==> src/rtl/uart_rx_if.sv <==
// rtl/uart_rx_if.sv - received-byte stream and error pulses between uart_rx and its consumer
interface uart_rx_if;
  logic [7:0] o_data;
  logic       o_valid;
  logic       i_ready;
  logic       o_frame_err;
  logic       o_overrun;

  modport master (
    output o_data,
    output o_valid,
    output o_frame_err,
    output o_overrun,
    input  i_ready
  );

  modport slave (
    input  o_data,
    input  o_valid,
    input  o_frame_err,
    input  o_overrun,
    output i_ready
  );
endinterface

==> src/rtl/uart_rx.sv <==
// rtl/uart_rx.sv - 8N1 UART receiver with valid/ready byte output; UART_RX_MAJORITY_EN enables 2-of-3 bit voting
module uart_rx #(
  parameter int clk_freq_hz = 30000000,
  parameter int baud_rate   = 115200
) (
  input  logic      i_clk,
  input  logic      i_rst,
  input  logic      i_uart_rx,
  uart_rx_if.master rx_if
);

  localparam int BIT_CNT = clk_freq_hz / baud_rate;
  localparam int HALF    = BIT_CNT / 2;
  localparam int CW      = $clog2(BIT_CNT) + 1;

  // The voting window ends one cycle after counter==0, so every load is one
  // shorter to keep the decision cycle (and o_valid timing) where it was.
`ifdef UART_RX_MAJORITY_EN
  localparam logic [CW-1:0] START_LD = CW'(HALF - 2);
  localparam logic [CW-1:0] RELOAD   = CW'(BIT_CNT - 2);
`else
  localparam logic [CW-1:0] START_LD = CW'(HALF - 1);
  localparam logic [CW-1:0] RELOAD   = CW'(BIT_CNT - 1);
`endif

  if (BIT_CNT < 4) begin : g_bit_cnt_check
    $error("uart_rx: clk_freq_hz/baud_rate must be at least 4");
  end

  typedef enum logic [2:0] {
    S_IDLE,
    S_START,
    S_DATA,
    S_STOP,
    S_BREAK
  } state_t;

  logic          sync1, rx_s;
  state_t        state, state_n;
  logic [CW-1:0] cnt, cnt_n;
  logic [2:0]    idx, idx_n;
  logic [7:0]    shreg, shreg_n;
  logic [7:0]    data_n;
  logic          valid_n, fe_n, ov_n;
  logic          sample_evt, bit_val, complete, accept;

`ifdef UART_RX_MAJORITY_EN
  logic s_a, s_a_n, s_b, s_b_n, pend, pend_n;
`endif

  always_ff @(posedge i_clk) begin
    if (i_rst) begin
      sync1             <= 1'b1;
      rx_s              <= 1'b1;
      state             <= S_IDLE;
      cnt               <= '0;
      idx               <= '0;
      shreg             <= '0;
      rx_if.o_data      <= '0;
      rx_if.o_valid     <= 1'b0;
      rx_if.o_frame_err <= 1'b0;
      rx_if.o_overrun   <= 1'b0;
`ifdef UART_RX_MAJORITY_EN
      s_a               <= 1'b1;
      s_b               <= 1'b1;
      pend              <= 1'b0;
`endif
    end else begin
      sync1             <= i_uart_rx;
      rx_s              <= sync1;
      state             <= state_n;
      cnt               <= cnt_n;
      idx               <= idx_n;
      shreg             <= shreg_n;
      rx_if.o_data      <= data_n;
      rx_if.o_valid     <= valid_n;
      rx_if.o_frame_err <= fe_n;
      rx_if.o_overrun   <= ov_n;
`ifdef UART_RX_MAJORITY_EN
      s_a               <= s_a_n;
      s_b               <= s_b_n;
      pend              <= pend_n;
`endif
    end
  end

  always_comb begin
    state_n  = state;
    cnt_n    = cnt;
    idx_n    = idx;
    shreg_n  = shreg;
    data_n   = rx_if.o_data;
    valid_n  = rx_if.o_valid;
    fe_n     = 1'b0;
    ov_n     = 1'b0;
    complete = 1'b0;
    accept   = rx_if.o_valid & rx_if.i_ready;
`ifdef UART_RX_MAJORITY_EN
    s_a_n      = s_a;
    s_b_n      = s_b;
    pend_n     = 1'b0;
    sample_evt = pend;
    bit_val    = (s_a & s_b) | (s_a & rx_s) | (s_b & rx_s);
`else
    sample_evt = (cnt == '0);
    bit_val    = rx_s;
`endif

    case (state)
      S_IDLE: begin
        if (!rx_s) begin
          state_n = S_START;
          cnt_n   = START_LD;
        end
      end
      S_START, S_DATA, S_STOP: begin
`ifdef UART_RX_MAJORITY_EN
        if (!pend && cnt == CW'(1)) s_a_n = rx_s;
        if (!pend && cnt == '0) begin
          s_b_n  = rx_s;
          pend_n = 1'b1;
        end
`endif
        // Counter parks at zero until the sample decision reloads it.
        if (cnt != '0) cnt_n = cnt - CW'(1);
        if (sample_evt) begin
          if (state == S_START) begin
            if (bit_val) begin
              state_n = S_IDLE;
            end else begin
              state_n = S_DATA;
              cnt_n   = RELOAD;
              idx_n   = '0;
            end
          end else if (state == S_DATA) begin
            shreg_n[idx] = bit_val;
            cnt_n        = RELOAD;
            if (idx == 3'd7) state_n = S_STOP;
            else             idx_n   = idx + 3'd1;
          end else begin
            if (bit_val) begin
              complete = 1'b1;
              state_n  = S_IDLE;
            end else begin
              fe_n    = 1'b1;
              state_n = S_BREAK;
            end
          end
        end
      end
      S_BREAK: begin
        if (rx_s) state_n = S_IDLE;
      end
      default: state_n = S_IDLE;
    endcase

    // A held byte wins over a new one unless it is being accepted right now.
    if (complete) begin
      if (!rx_if.o_valid || accept) begin
        data_n  = shreg;
        valid_n = 1'b1;
      end else begin
        ov_n = 1'b1;
      end
    end else if (accept) begin
      valid_n = 1'b0;
    end
  end

endmodule

==> src/flat_wrapper.sv <==
// flat-port wrapper written by rule: the top's interface ports become plain ports
module uart_rx_flat 
#(
  parameter int clk_freq_hz = 30000000,
  parameter int baud_rate   = 115200
)
  (i_clk, i_rst, i_uart_rx, rx_if_o_data, rx_if_o_valid, rx_if_o_frame_err, rx_if_o_overrun, rx_if_i_ready);
  uart_rx_if rx_if_i ();
  input  logic i_clk;
  input  logic i_rst;
  input  logic i_uart_rx;
  output wire logic [$bits(rx_if_i.o_data)-1:0] rx_if_o_data;
  output wire logic [$bits(rx_if_i.o_valid)-1:0] rx_if_o_valid;
  output wire logic [$bits(rx_if_i.o_frame_err)-1:0] rx_if_o_frame_err;
  output wire logic [$bits(rx_if_i.o_overrun)-1:0] rx_if_o_overrun;
  input wire logic [$bits(rx_if_i.i_ready)-1:0] rx_if_i_ready;
  assign rx_if_o_data = rx_if_i.o_data;
  assign rx_if_o_valid = rx_if_i.o_valid;
  assign rx_if_o_frame_err = rx_if_i.o_frame_err;
  assign rx_if_o_overrun = rx_if_i.o_overrun;
  assign rx_if_i.i_ready = rx_if_i_ready;
  uart_rx #(.clk_freq_hz(clk_freq_hz), .baud_rate(baud_rate)) u_core (.i_clk(i_clk), .i_rst(i_rst), .i_uart_rx(i_uart_rx), .rx_if(rx_if_i));
endmodule
==> config.mk <==
export PLATFORM = sky130hd
export DESIGN_NAME = uart_rx_flat
export DESIGN_NICKNAME = d
export VERILOG_FILES = /design/src/rtl/uart_rx_if.sv /design/src/rtl/uart_rx.sv /design/src/flat_wrapper.sv
export SDC_FILE = /design/constraint.sdc
export NUM_CORES = 1
export LEC_CHECK = 0
export BUFFER_PORTS_ARGS = -buffer_cell sky130_fd_sc_hd__buf_2
export CORE_ASPECT_RATIO = 0.6
export CORE_MARGIN = 1
export CORE_UTILIZATION = 50
export DETAILED_ROUTE_END_ITERATION = 8
export PLACE_DENSITY_LB_ADDON = 0.08
export SLEW_MARGIN = 30
export SYNTH_ARGS = -nofsm -noshare
export SYNTH_HDL_FRONTEND = slang
export SYNTH_SLANG_ARGS = --single-unit
==> constraint.sdc <==
create_clock -name i_clk -period 3.1 [get_ports i_clk]
set_clock_uncertainty 0.1 [all_clocks]
set_input_delay 0.62 -clock i_clk [delete_from_list [all_inputs] [get_ports i_clk]]
set_output_delay 0.62 -clock i_clk [all_outputs]
set_load 0.02 [all_outputs]
==> results.yml, run 1 <==
logic_synthesis:
  syn-cell-area_um2: 1810
  yosys.area_share.adder_pct: 2.76
  synthArstFlopShare_pct: 0
  synth_edf_count: 0
  syn_nets: 218
  synth_top_family_by_area: "simple AND/OR/NAND/NOR gates"
  synth.distinct_cells: 47
  yosysMostFrequentCell: "dfxtp_1"
  synth.area.top_cells: "dfxtp_1 41%, a21oi_1 5.0%, mux2i_1 5.0%"
  synthSimpleGateAreaFrac_pct: 27.7
  synth_area_per_cell_um2: 8.64
  synth_top_cells_by_count: "37 x dfxtp_1, 18 x a21oi_1, 16 x nor2_1, 13 x nand3_1, 12 x clkbuf_1"
  synthMuxAreaShare_pct: 4.97
  synth_top_area_cell: "dfxtp_1"
  synthCells: 210
  ys_seq_area_share_pct: 40.8
  synth-seq-cells: 37
  synth_top_area_share_pct: 40.8
  synthXorXnorAreaFrac_pct: 0
  ys.warnings.count: 0
  synth-compound-area-share_pct: 18.8
  ys.flop_type: "dfxtp_1"
detailed_routing:
  first_pass_iters: 4
  viasPerCell: 6.05
  vias: 1597
  drc: 0
  ant_nets: 0
  drt_wl_total_um: 4220
  wl_per_cell_um: 16.0
  first_iter_violations: 148
worst_setup_path:
  cpLargestDelayFamily: "simple AND/OR/NAND/NOR gates"
  crit_path_end_kind: "flip-flop"
  cp_max_fo: 12
  cp.required_ps: 3150
  max_stage_delay_ps: 660
  worstPathCellList: "inv_1 -> ha_1 -> or4b_2 -> or4_4 -> o21ai_0 -> a21oi_1"
  crit_slowest_cell: "or4b_2"
  crit_arrival_ps: 2440
  setup.worst_path.class: "flip-flop to flip-flop"
  cp-start-kind: "flip-flop"
  crit_buf_inv: 1
sta:
  worst_slew_margin_rel_pct: 55.5
  hold_ws_ps: 320
  min_period_ps: 2390
  tns_ps: 0
  rsz0062_at_grt: "false"
  tightest_slew_ps: 668
  fmax_mhz: 418
  finalHoldViolations: 0
  period_share_pct: 77.2
  slew_violations: 0
  setup_viol: 0
worst_hold_path:
  hp-class: "flip-flop to flip-flop"
clock_tree:
  cts-root-buf: "clkbuf_8"
  cts_buffers: 5
  max-clock-path-buffers: 2
  cts_setup_buffers: 0
  clk_pin_slew_ps: 80
  cts_resized: 0
  cts_htree_levels: 2
  cts_sinks: 37
  cts_tree: "done"
  clk_latency_ps: 290
  cts_hold_buf: 0
power:
  seqPwrFrac_pct: 45.2
  power_mw: 1.12
  net-switching-power_uw: 308
  ir_drop_mv: 0.336
  p_int_uw: 809
  p_sw_share_pct: 27.6
  p_clk_share_pct: 39.1
  p_leak_nw: 0.808
  power_density_nw_per_um2: 556
  p_comb_share_pct: 15.7
global_routing:
  grt_usage_pct: 23.9
  grt_max_degree: 38
  grt_pass1_wl_um: 7150
  overflow: 0
  grt_pass1_vias: 1456
  antenna_found_initial: 0
final_layout:
  diodes: 0
  stdcell_count: 264
  fillers: 283
  layout.nets: 226
  area_growth_pct: 10.8
  drive_above_1_share_pct: 18.3
floorplan:
  rows: 16
  start_util_pct: 53.9
  die_h_um: 48.7
  die_area_um2: 3880
  die_width_um: 79.8
  fp.coreArea_um2: 3360
  io_pins: 15
place:
  dp.cells: 256
  gp_congestion: 0.793
  dpl.hpwl_um: 2980
  port_buffers: 14
job:
  cap_violations: 0
outcome:
  status: "finished clean"
-- final timing paths --
path | startpoint | to | slack [ps] | cells past startpoint
max | u_core.cnt[0] | u_core.rx_if.o_data[0] | 710 | 6
min | u_core.sync1 | u_core.bit_val | 320 | 1
max reg2reg | u_core.cnt[0] | u_core.rx_if.o_data[0] | 710 | 6
min reg2reg | u_core.sync1 | u_core.bit_val | 320 | 1
-- state kept, by name, summed over array words and instances, names as in the netlist --
signal,cells
u_core.bit_val,1
u_core.cnt,10
u_core.idx,3
u_core.rx_if.o_data,8
u_core.rx_if.o_frame_err,1
u_core.rx_if.o_overrun,1
u_core.rx_if.o_valid,1
u_core.shreg,8
u_core.state,3
u_core.sync1,1
-- logic make-up (layout without fill, tap and decap cells) --
group                      Yosys count  in the layout
AOI/OAI and AO/OA                   55             55
buffers and inverters               20             29
adders and majority gates            4              4
muxes                                9              9
DFF                                 37             37
and+or+nand+nor                     85             85
-- layout by cell type (no fill, tap or decap), types with 3 or more instances in the layout --
cell type,n
clkbuf_8,6
nand2_1,9
or2_2,4
o21ai_0,11
nand2b_1,3
or3b_2,4
inv_1,5
nor3_1,5
buf_2,14
a21oi_1,18
mux2i_1,9
dfxtp_1,37
nand3_1,13
ha_1,4
or4_4,3
o211ai_1,3
o21ai_1,3
nand4_1,9
nor2_1,16
a211oi_1,3
nor4_1,4
-- power by group through the flow --
stage          registers [mW]  clock network, mW  logic, mW
3_5_place_dp            0.515                  0      0.170
3_3_place_gp            0.514                  0      0.168
4_1_cts                 0.504              0.446      0.171
5_1_grt                 0.507              0.473      0.191
6_report                0.505              0.437      0.176
2_1_floorplan           0.506                  0      0.140
-- cell type report --
type / instances / area, um^2 / area share, %
flip-flops and latches: 37 / 741 / 36.8
well taps: 45 / 56.3 / 2.80
repair buffers: 16 / 85.1 / 4.23
clock buffers: 6 / 82.6 / 4.11
clock inverters: 2 / 37.5 / 1.87
multi-input cells: 153 / 990 / 49.2
inverters: 5 / 18.8 / 0.933
-- per-stage QoR --
stage,instance area (um^2),util (%),setup slack (ps)
after global routing,2010,59.8,601
after global placement,1890,56.2,786
after CTS,2010,59.8,713
after detailed placement,1890,56.2,719
final,2010,59.8,708
after floorplan,1810,-,872
-- metal layers --
layer,GRT usage [%],vias to the layer above,share of wire [%]
met3,5.85,5,5.8
met4,6.55,0,0.69
met2,30.9,35,40
li1,-,801,-
met5,0,-,0
met1,38.1,756,54
No activity file was read; power rests on OpenSTA's default activity.
==> inputs of run 2 (changes only) <==
- clock period: 3.1 -> 2.51 ns (I/O delays scaled with it)
==> run 2 against run 1 <==
- count of clock-buffer cells in the layout increased by 1
- register-to-register slack got worse by 530 ps
- flip-flop and latch count unchanged
- sequential share of layout area decreased by 0.61 points
- die area unchanged
- final cell count increased by 1.9%
- combinational power increased by 34%
- largest power group unchanged
- setup slack got worse by 530 ps
==> results.yml, run 2 (synthesis gave the netlist of run 1 again) <==
outcome:
  status: "finished clean"
detailed_routing:
  vias: 1696
  ant_nets: 0
  drt_wl_total_um: 4430
  drc: 0
  first_iter_violations: 164
  first_pass_iters: 5
  wl_per_cell_um: 16.4
  viasPerCell: 6.30
clock_tree:
  cts_htree_levels: 2
  cts_sinks: 37
  cts_hold_buf: 0
  cts_resized: 0
  max-clock-path-buffers: 2
  clk_latency_ps: 290
  cts_setup_buffers: 0
  cts_tree: "done"
  cts-root-buf: "clkbuf_8"
  clk_pin_slew_ps: 70
  cts_buffers: 5
final_layout:
  regMostFlops: "u_core.cnt"
  stdcell_count: 269
  drive_above_1_share_pct: 19.6
  layout_commonest_cell: "dfxtp_1"
  largest_reg_flops: 10
  layout.nets: 231
  area_growth_pct: 12.7
  final_core_util_pct: 60.8
  reg_top3: "u_core.cnt x10, u_core.rx_if.o_data x8, u_core.shreg x8"
  diodes: 0
  mostFrequentLayoutCells: "37 x dfxtp_1, 18 x a21oi_1, 16 x nor2_1"
worst_setup_path:
  crit_slowest_cell: "or4b_2"
  crit_start: "u_core.cnt[0]"
  max_stage_delay_ps: 640
  reg2reg_from: "u_core.cnt[0]"
  crit_path_end_kind: "flip-flop"
  cp.required_ps: 2580
  crit_buf_inv: 1
  setup.worst_path.class: "flip-flop to flip-flop"
  crit_arrival_ps: 2410
  cpLargestDelayFamily: "simple AND/OR/NAND/NOR gates"
  cp-start-kind: "flip-flop"
  worstPathCellList: "inv_1 -> ha_1 -> or4b_2 -> or4_4 -> o21ai_0 -> a21oi_1"
  cp_max_fo: 12
power:
  power_density_nw_per_um2: 679
  ir_drop_mv: 0.346
  p_leak_nw: 0.833
sta:
  tns_ps: 0
  fmax_mhz: 428
  period_share_pct: 93.0
  min_period_ps: 2330
  finalHoldViolations: 0
  fin_ws_ps: 176
  slew_violations: 0
  worst_slew_margin_rel_pct: 48.1
  setup_viol: 0
  tightest_slew_ps: 767
  rsz0062_at_grt: "false"
worst_hold_path:
  hp-class: "input pin to flip-flop"
  min_from: "i_uart_rx"
global_routing:
  overflow: 0
  use_met1_pct: 35.0
  grt-busiest-layer: "met1"
  grt_max_degree: 24
  use_met2_pct: 34.8
  antenna_found_initial: 0
  use_met3_pct: 8.87
  grt_usage_pct: 24.6
  grt_pass1_wl_um: 7220
  grt_pass1_vias: 1521
place:
  pre_cts_slack_ps: 182
  dp.cells: 261
  dpl.hpwl_um: 3160
  port_buffers: 14
  gp_congestion: 0.881
floorplan:
  die_width_um: 79.8
  die_h_um: 48.7
  fp.coreArea_um2: 3360
  rows: 16
  die_area_um2: 3880
  io_pins: 15
  start_util_pct: 53.9
job:
  cap_violations: 0
[run 2: changes by cell type in the layout (fill, tap and decap cells not counted)]
cell        change
buf_4           +5
clkbuf_1        +1
clkinvlp_4      -1
[run 2: worst paths after layout]
path | to | slack [ps] | depth (start not counted)
setup reg to reg | u_core.rx_if.o_data[0] | 180 | 6
setup / recovery | u_core.rx_if.o_data[0] | 180 | 6
hold / removal | u_core.sync1 | 300 | 2
hold reg to reg | u_core.bit_val | 310 | 1
[run 2: per-layer routing]
metal / routed length [um] / share of wire, %
met5: 0 / 0
met3: 386 / 8.7
met1: 2150 / 49
met2: 1850 / 42
met4: 40 / 0.90
[run 2: per-stage QoR]
stage | power [mW] | hold slack (ps) | instance area [um^2]
CTS | 1.38 | 302 | 2040
global route | 1.45 | 291 | 2040
finish | 1.39 | 300 | 2040
global placement | 0.850 | 299 | 1930
detailed placement | 0.858 | 298 | 1930
floorplan | 0.798 | 289 | 1810
[run 2: power breakdown]
| part | leakage (nW) | switching, mW | total (mW) | internal, mW |
|---|---|---|---|---|
| Sequential | 0.299 | 0.0202 | 0.621 | 0.601 |
| Clock | 0.0585 | 0.208 | 0.532 | 0.324 |
| Combinational | 0.476 | 0.150 | 0.235 | 0.0856 |
| Total | 0.833 | 0.378 | 1.39 | 1.01 |
[run 2: area by class of cell]
| type | count | area (um^2) |
|---|---|---|
| clock buffers | 7 | 86.3 |
| clock inverters | 1 | 30.0 |
| fillers | 296 | 1320 |
| inverters | 5 | 18.8 |
| multi-input cells | 153 | 990 |
| flip-flops and latches | 37 | 741 |
| well taps | 45 | 56.3 |
| repair buffers | 21 | 123 |
[run 2: worst reg2reg max path: cells and delay by family (launching register included)]
family / cells / cell delay (ps)
and+or+nand+nor: 2 / 1230
buffers and inverters: 1 / 90
adders and majority gates: 1 / 170
DFF: 1 / 340
AOI/OAI and AO/OA: 2 / 290
